===== config.mk =====
export PLATFORM = sky130hd
export DESIGN_NAME = pc_unit_ras
export DESIGN_NICKNAME = d
export VERILOG_FILES = /design/src/rtl/pc_unit_ras.sv
export SDC_FILE = /design/constraint.sdc
export NUM_CORES = 1
export LEC_CHECK = 0
export BUFFER_PORTS_ARGS = -buffer_cell sky130_fd_sc_hd__clkbuf_2
export CORE_MARGIN = 4
export CORE_UTILIZATION = 55
export CTS_BUF_LIST = sky130_fd_sc_hd__clkbuf_4
export DETAILED_ROUTE_END_ITERATION = 7
export PLACE_DENSITY_LB_ADDON = 0.25
export SLEW_MARGIN = 15
export SYNTH_ARGS = -nofsm -noshare
export SYNTH_HDL_FRONTEND = slang
export SYNTH_SLANG_ARGS = --single-unit

===== constraint.sdc =====
create_clock -name clk -period 5.47 [get_ports clk]
set_input_delay 0.2735 -clock clk [delete_from_list [all_inputs] [get_ports clk]]
set_output_delay 0.2735 -clock clk [all_outputs]
set_load 0.02 [all_outputs]

===== src/rtl/pc_unit_ras.sv =====
// pc_unit_ras: program counter with stall, exception redirect and a
// return-address stack that cross-checks RET targets.
module pc_unit_ras #(
  parameter int ADDR_WIDTH = 32,
  parameter logic [ADDR_WIDTH-1:0] RESET_VECTOR = '0,
  parameter logic [ADDR_WIDTH-1:0] EXC_VECTOR = ADDR_WIDTH'('h80),
  parameter int RAS_DEPTH = 4,
  localparam int PW = $clog2(RAS_DEPTH),
  localparam int CW = PW + 1
) (
  input  logic                  clk,
  input  logic                  rst,
  input  logic [3:0]            pc_control,
  input  logic [25:0]           jump_address,
  input  logic [15:0]           branch_offset,
  input  logic [ADDR_WIDTH-1:0] reg_address,
  input  logic                  stall,
  input  logic                  exc_valid,
  output logic [ADDR_WIDTH-1:0] pc,
  output logic [ADDR_WIDTH-1:0] pc_plus4,
  output logic [CW-1:0]         ras_count,
  output logic                  ras_mismatch,
  output logic                  misaligned
);
  logic [ADDR_WIDTH-1:0] ras [RAS_DEPTH];
  logic [PW-1:0] wr_ptr, top_idx;
  logic [31:0] p4w, jt32, br_off;
  logic [ADDR_WIDTH-1:0] jt, bt, rt, next;
  logic is_jump, is_reg, is_push, is_pop;

  assign pc_plus4 = pc + ADDR_WIDTH'(4);
  // widen to 32 bits so the region bits above [27:0] exist for every legal width
  assign p4w = 32'(pc_plus4);
  assign jt32 = {p4w[31:28], jump_address, 2'b00};
  assign jt = jt32[ADDR_WIDTH-1:0];
  assign br_off = {{14{branch_offset[15]}}, branch_offset, 2'b00};
  assign bt = pc_plus4 + br_off[ADDR_WIDTH-1:0];
  assign rt = {reg_address[ADDR_WIDTH-1:2], 2'b00};
  assign top_idx = wr_ptr - PW'(1);

  always_comb begin
    is_jump = pc_control == 4'd1 || pc_control == 4'd4;
    is_reg  = pc_control == 4'd3 || pc_control == 4'd5 || pc_control == 4'd6;
    is_push = pc_control == 4'd4 || pc_control == 4'd5;
    is_pop  = pc_control == 4'd6;
    next = is_jump ? jt : pc_control == 4'd2 ? bt : is_reg ? rt : pc_plus4;
  end

  always_ff @(posedge clk or negedge rst) begin
    if (!rst) begin
      pc <= RESET_VECTOR;
      wr_ptr <= '0;
      ras_count <= '0;
      ras_mismatch <= 1'b0;
      misaligned <= 1'b0;
      for (int i = 0; i < RAS_DEPTH; i++) ras[i] <= '0;
    end else if (exc_valid) begin
      pc <= EXC_VECTOR;
      wr_ptr <= '0;
      ras_count <= '0;
      ras_mismatch <= 1'b0;
      misaligned <= 1'b0;
    end else if (stall) begin
      ras_mismatch <= 1'b0;
      misaligned <= 1'b0;
    end else begin
      pc <= next;
      misaligned <= is_reg && reg_address[1:0] != 2'b00;
      ras_mismatch <= is_pop && (ras_count == '0 || ras[top_idx] != rt);
      if (is_push) begin
        // a full stack wraps and overwrites its oldest entry
        ras[wr_ptr] <= pc_plus4;
        wr_ptr <= wr_ptr + PW'(1);
        ras_count <= ras_count == CW'(RAS_DEPTH) ? ras_count : ras_count + CW'(1);
      end
      if (is_pop && ras_count != '0) begin
        wr_ptr <= top_idx;
        ras_count <= ras_count - CW'(1);
      end
    end
  end
endmodule


-- Yosys cells after proc, flatten, opt, wreduce, memory -nomap -nowiden
Index checks and enable logic that the tools add are counted.
- output and inout bits: 69
- bits in registers: 167
- bits in latches: 0
- word-level logic and storage cells: 72
- memories kept: 0
- RAM bits: 0
- bits in read-only memories: 0
- muxes and demuxes: 24
- multiply operators: 0
- shifts and indexed selects: 0
- magnitude comparators: 3
- reduce and logical (&&, ||, !) cells: 16
- bitwise operators: 4
- equality and inequality tests: 10
- add/subtract/negate cells: 6
- divide/modulo/power cells: 0
- operator list (cell ; number):
    2-to-1 mux 32 bit ; 8
    bitwise mux 128 bit ; 1
    binary-select mux 32 bit (select 2 bit) ; 1
    demux 32 bit (select 2 bit) ; 1
    adder 32 x 3 -> 32 bit, second input constant ; 1
    adder 32 bit ; 1
    != test 32 bit ; 1
    2-to-1 mux 3 bit ; 5
    == test 4 x 3 -> 1 bit, second input constant ; 3
    == test 4 x 2 -> 1 bit, second input constant ; 2
    2-to-1 mux 2 bit ; 4
    >= comparator 3 bit, second input constant ; 2
    NOT 2 -> 3 bit ; 2
    AND reduction 3 bit ; 2
    nonzero test 3 bit ; 2
    logical OR 1 bit ; 5
    == test 4 x 1 -> 1 bit, second input constant ; 1
    logical AND 1 bit ; 4
    2-to-1 mux 1 bit ; 4
    adder 3 x 1 -> 3 bit, second input constant ; 1
    == test 3 bit, second input constant ; 1
    zero test 3 bit ; 1
    less-than comparator 3 x 1 -> 1 bit, second input constant ; 1
    != test 3 x 2 -> 1 bit, second input constant ; 1
    7 further kinds ; 8

-- Longest topological paths before layout
- depth in word-level cells: 10
- depth in mapped cells: 17
- gate-level depth less buffers: 16

-- Worst setup path before layout
No wires, ideal clock.
- path type: reg2reg
- from: register pc[2]
- to: register pc[31]
- stages on the path, launching flop included: 16
- required time: 5.401 ns
- setup time: 0.069 ns
- clock period less this slack: 3.681 ns
- slack: 1.789 ns
- arrival time: 3.612 ns
- cells stage by stage: dfrtp_1 > ha_1 > and4_2 > buf_2 > nand2_1 > xor2_1 > inv_1 > ha_1 > clkbuf_1 > and4_1 > and3_1 > a221o_1 > nand4bb_1 > a31oi_1 > or4_1 > nand3_1
- word-level cells in the longest chain between the ends: 6
- elaborated cells on any way between the ends: 7
- ends and longest elaborated chain (element ; RTL line ; text):
    start: declaration ; 19 ; output logic [ADDR_WIDTH-1:0] pc,
    start signal: assignment ; 67 ; pc <= next;
    adder 32 x 3 -> 32 bit ; 31 ; assign pc_plus4 = pc + ADDR_WIDTH'(4);
    net pc_plus4[16] ; 20 ; output logic [ADDR_WIDTH-1:0] pc_plus4,
    adder 32 bit ; 37 ; assign bt = pc_plus4 + br_off[ADDR_WIDTH-1:0];
    2-to-1 mux 32 bit (2 in a row) ; 46 ; next = is_jump ? jt : pc_control == 4'd2 ? bt : is_reg ? rt : pc_plus4;
    2-to-1 mux 32 bit ; 63 ; end else if (stall) begin
    2-to-1 mux 32 bit ; 57 ; end else if (exc_valid) begin
The timed path passes the listed nets, and every way through them passes these cells. The select of a mux whose other input is x is not followed.
A chain may end at the register's enable or synchronous reset.

-- Final worst setup path
- from: register pc[2]
- to: register pc[29]
- word-level cells in the longest chain between the ends: 6
- elaborated cells on any way between the ends: 7
- ends and longest elaborated chain (element ; RTL line):
    adder 32 x 3 -> 32 bit * ; 31
    adder 32 bit or 2-to-1 mux 32 bit (tied branches) ; 37, 46
    2-to-1 mux 32 bit ; 46
    2-to-1 mux 32 bit * ; 46
    2-to-1 mux 32 bit * ; 63
    2-to-1 mux 32 bit * ; 57
Every way passes the cells marked *; elsewhere a longest branch is shown, timed or not. The select of a mux whose other input is x is not followed.

==> metrics.md <==
| Metric | Value |
|---|---|
| Run status | `completed` |
| # port buffers | `146` |
| Startpoint type of the worst setup path | `flip-flop` |
| Sequential cell fraction of total power | `46.1%` |
| Non-filler instance count after layout | `1474` |
| Max IR drop VDD | `142 uV` |
| Accumulated negative setup slack | `0 ns` |
| Clock Pin Slew Worst Setup and Hold Paths | `0.17 ns` |
| Summed instance area of the synthesized netlist | `9950 sq um` |
| Number of global-route vias before repair | `8879` |
| Register-to-register setup slack | `1.17 ns` |
| FF-to-FF End | `pc[29]` |
| Pwr dens | `246 nW/um^2` |
| Share of the core filled with cells in the final layout | `64.0%` |
| Unrepaired setup endpoints after global routing | `no` |
| Violation count after the first detailed-route iteration | `1028` |
| Layout net count | `1358` |
| Number of rows in the core area | `48` |
| Share of layout cells above drive strength 1 | `19.9%` |
| Tot GR Track Use | `32.2%` |
| Pre-antenna DRT Iters | `5` |
| Syn Area/Cell | `8.92 sq um` |
| #FFs+latches synth | `157` |
| Starting Density | `56.8%` |
| Distinct cell type count after synthesis | `68` |
| Setup slack after layout | `1.17 ns` |
| Root buffer selected by CTS | `sky130_fd_sc_hd__clkbuf_4` |
| Worst-path fanout max | `10` |
| Detailed-route via count | `9101` |
| Area added between synthesis and finish | `12.7%` |
| Endpoint of the worst setup timing path | `pc[29]` |
| DRC violations left | `0` |
| Detail-routed net length per standard cell | `21.8 um` |
| Total Die Area | `20300 sq um` |
| Die height | `143 um` |
| Initial antenna violation count | `2` |
| Commonest non-fill, non-tap cells in the layout | `sky130_fd_sc_hd__nand2_1 (179), sky130_fd_sc_hd__o21ai_0 (161), sky130_fd_sc_hd__dfrtp_1 (156), sky130_fd_sc_hd__clkbuf_2 (145), sky130_fd_sc_hd__nor2_1 (68)` |
| Required arrival time at the worst endpoint | `5.99 ns` |
| Crit path arrival time | `4.82 ns` |
| Share of the cycle needed by the critical path after routing | `78.5%` |
| Source-to-sink clock delay at the later pin of the worst-skew pair | `0.61 ns` |
| CTS Buf Count | `17` |
| Vias per cell | `6.17` |
| CTS H-tree depth | `4` |
| Clk pwr share | `30.3%` |
| Fraction of power consumed by combinational cells | `23.6%` |
| Achievable frequency | `233 MHz` |
| Leakage power total | `5.28 nW` |
| FF-to-FF path depth | `15` |
| Area share of the largest cell type after synthesis | `39.5%` |
| Source of the critical timing path | `pc[2]` |
| CORE AREA | `17500 sq um` |
| Fraction of synthesis flops using an asynchronous set or reset pin | `100%` |
| Worst setup path class | `reg -> reg` |
| Net switching power figure | `0.977 mW` |
| Worst slew pin tran | `1.15 ns` |
| Min-delay worst type | `in -> reg` |
| Leading cell type in the layout, fill and taps excluded | `sky130_fd_sc_hd__nand2_1` |
| Power Total | `2.76 mW` |
| Normalized max-slew margin | `23.3%` |
| Horizontal die dimension | `143 um` |
| Ys flop type | `sky130_fd_sc_hd__dfrtp_1` |
| Dominant cells by area after synthesis | `sky130_fd_sc_hd__dfrtp_1 (39%), sky130_fd_sc_hd__o21ai_0 (8.1%), sky130_fd_sc_hd__nand2_1 (6.9%)` |
| Largest clock skew in the final design | `0.0273 ns` |
| Inst Count DP | `1430` |
| Final count of hold timing violations | `0` |
| Overflow left after global routing | `0` |
| Switching share of power | `35.4%` |
| Number of routed nets with antenna violations | `0` |
| Cells resized by post-CTS repair | `0` |
| Total number of clock tree sinks | `157` |
| Period minus WS final | `4.30 ns` |
| Gate Count Post-Synth | `1116` |
| Number of placed I/O pins | `151` |
| Post-placement setup slack | `1.32 ns` |
| Internal power contribution | `1.78 mW` |
| Pin count of the biggest net entering global routing | `92` |
| Wire length reported by the detailed router | `32100 um` |
| Sequential share of the synthesized area | `39.5%` |
| Number of setup violations in the final report | `0` |
| Global-route wire length before repair | `50100 um` |
| CTS tree | `done` |
| Element type at the critical path end | `flip-flop` |
| Slew Limit Fails | `0` |
| Final HPWL from detailed placement | `23200 um` |
| MaxCap Viol Count | `0` |
| Placer's final routability congestion estimate | `1.02` |
| Total number of yosys warnings | `0` |
| Worst flop-to-flop path startpoint | `pc[2]` |
| CTS max path bufs | `2` |
| Post-synthesis cell type with the largest combined area | `sky130_fd_sc_hd__dfrtp_1` |
| Number of enable flip-flop cells after synthesis | `0` |
-- cells by family (layout without fill, tap and decap cells) --
logic type / Yosys count / count (layout) / synth area share (%)
AND/OR/NAND/NOR: 360 / 360 / 16.4
XOR/XNOR: 84 / 84 / 7.54
buffers and inverters: 119 / 247 / 4.98
flip-flops: 157 / 157 / 39.5
multiplexers: 35 / 35 / 7.35
adder cells (fa/ha/maj): 42 / 42 / 5.43
other: 1 / 6 / 0.0377
AO/OA/AOI/OAI: 318 / 318 / 18.8
-- cell usage after synthesis, types with 5 or more instances --
cell type and number:
sky130_fd_sc_hd__nand2_1 183, sky130_fd_sc_hd__o21ai_0 161, sky130_fd_sc_hd__dfrtp_1 157, sky130_fd_sc_hd__nor2_1 68, sky130_fd_sc_hd__a21oi_1 62, sky130_fd_sc_hd__clkbuf_1 56, sky130_fd_sc_hd__xnor2_1 52, sky130_fd_sc_hd__inv_1 48
sky130_fd_sc_hd__ha_1 40, sky130_fd_sc_hd__mux4_2 30, sky130_fd_sc_hd__xor2_1 30, sky130_fd_sc_hd__nand4_1 21, sky130_fd_sc_hd__nor3_1 21, sky130_fd_sc_hd__nand3_1 19, sky130_fd_sc_hd__a211oi_1 17, sky130_fd_sc_hd__a21o_1 14
sky130_fd_sc_hd__o211ai_1 12, sky130_fd_sc_hd__and3_1 8, sky130_fd_sc_hd__a2111oi_0 7, sky130_fd_sc_hd__a31oi_1 7, sky130_fd_sc_hd__a221oi_1 6, sky130_fd_sc_hd__nor4_1 6, sky130_fd_sc_hd__buf_2 5, sky130_fd_sc_hd__mux2_2 5
sky130_fd_sc_hd__nand2b_1 5
-- power by group through the flow --
| stage | Combinational, mW | Sequential (mW) | Clock [mW] |
|---|---|---|---|
| after floorplan | 0.389 | 1.30 | 0 |
| after global placement | 0.631 | 1.29 | 0 |
| after detailed placement | 0.634 | 1.29 | 0 |
| after CTS | 0.643 | 1.27 | 0.834 |
| after global routing | 0.714 | 1.28 | 0.879 |
| final | 0.652 | 1.27 | 0.836 |
-- sequential cells by signal (all words and copies together), names as in the netlist --
signal and flops:
ras 120, wr_ptr 2, pc 30, misaligned 1
ras_mismatch 1, ras_count 3
-- metrics by stage --
step | instance area [sq um] | hold WS [ns]
floorplan | 9970 | -0.0221
global placement | 10800 | 0.401
detailed placement | 10800 | 0.402
CTS | 11200 | 0.000158
global route | 11200 | 0.0286
finish | 11200 | 0.0106
-- layout make-up --
type / count / area (sq um)
fillers: 1574 / 6320
multi-input cells: 843 / 5570
flip-flops and latches: 157 / 3930
repair buffers: 167 / 920
well taps: 225 / 282
clock inverters: 15 / 201
inverters: 48 / 180
clock buffers: 17 / 128
diodes: 2 / 5.00
-- how the worst min path moves through the flow --
stage / end / startpoint / depth (start not counted) / slack [ns]
4_1_cts: pc[3] / jump_address[1] / 3 / 0.0002
6_report: pc[3] / jump_address[1] / 3 / 0.01
3_3_place_gp: ras[40] / rst / 1 / 0.40
5_1_grt: pc[3] / jump_address[1] / 3 / 0.03
3_5_place_dp: ras[40] / rst / 1 / 0.40
2_1_floorplan: misaligned / rst / 0 / -0.02
-- worst max-delay path, stage by stage, from the launching register on --
cell and delay [ns]:
sky130_fd_sc_hd__dfrtp_1 0.54, sky130_fd_sc_hd__and2_1 0.26, sky130_fd_sc_hd__and4_1 0.50, sky130_fd_sc_hd__nand3_1 0.17
sky130_fd_sc_hd__xnor2_1 0.46, sky130_fd_sc_hd__inv_1 0.17, sky130_fd_sc_hd__ha_1 0.31, sky130_fd_sc_hd__a211oi_1 0.36
sky130_fd_sc_hd__o211ai_1 0.17, sky130_fd_sc_hd__a41oi_1 0.29, sky130_fd_sc_hd__o221ai_1 0.14, sky130_fd_sc_hd__a21oi_1 0.29
sky130_fd_sc_hd__o21ai_0 0.18, sky130_fd_sc_hd__xor2_1 0.16, sky130_fd_sc_hd__o21ai_0 0.15, sky130_fd_sc_hd__nand2_1 0.08
-- what timing repair did --
item | in CTS | in global routing
setup buffers | 0 | 0
hold buffers | 10 | 0
endpoints found under the hold margin | 98 | 0
-- routing by layer --
layer / part of all wire, % / GRT usage, %
met1: 42 / 46.5
met3: 9.8 / 6.22
met4: 3.7 / 12.2
met2: 45 / 48.4
met5: 0 / 0
Power figures use the tool's default switching activity.
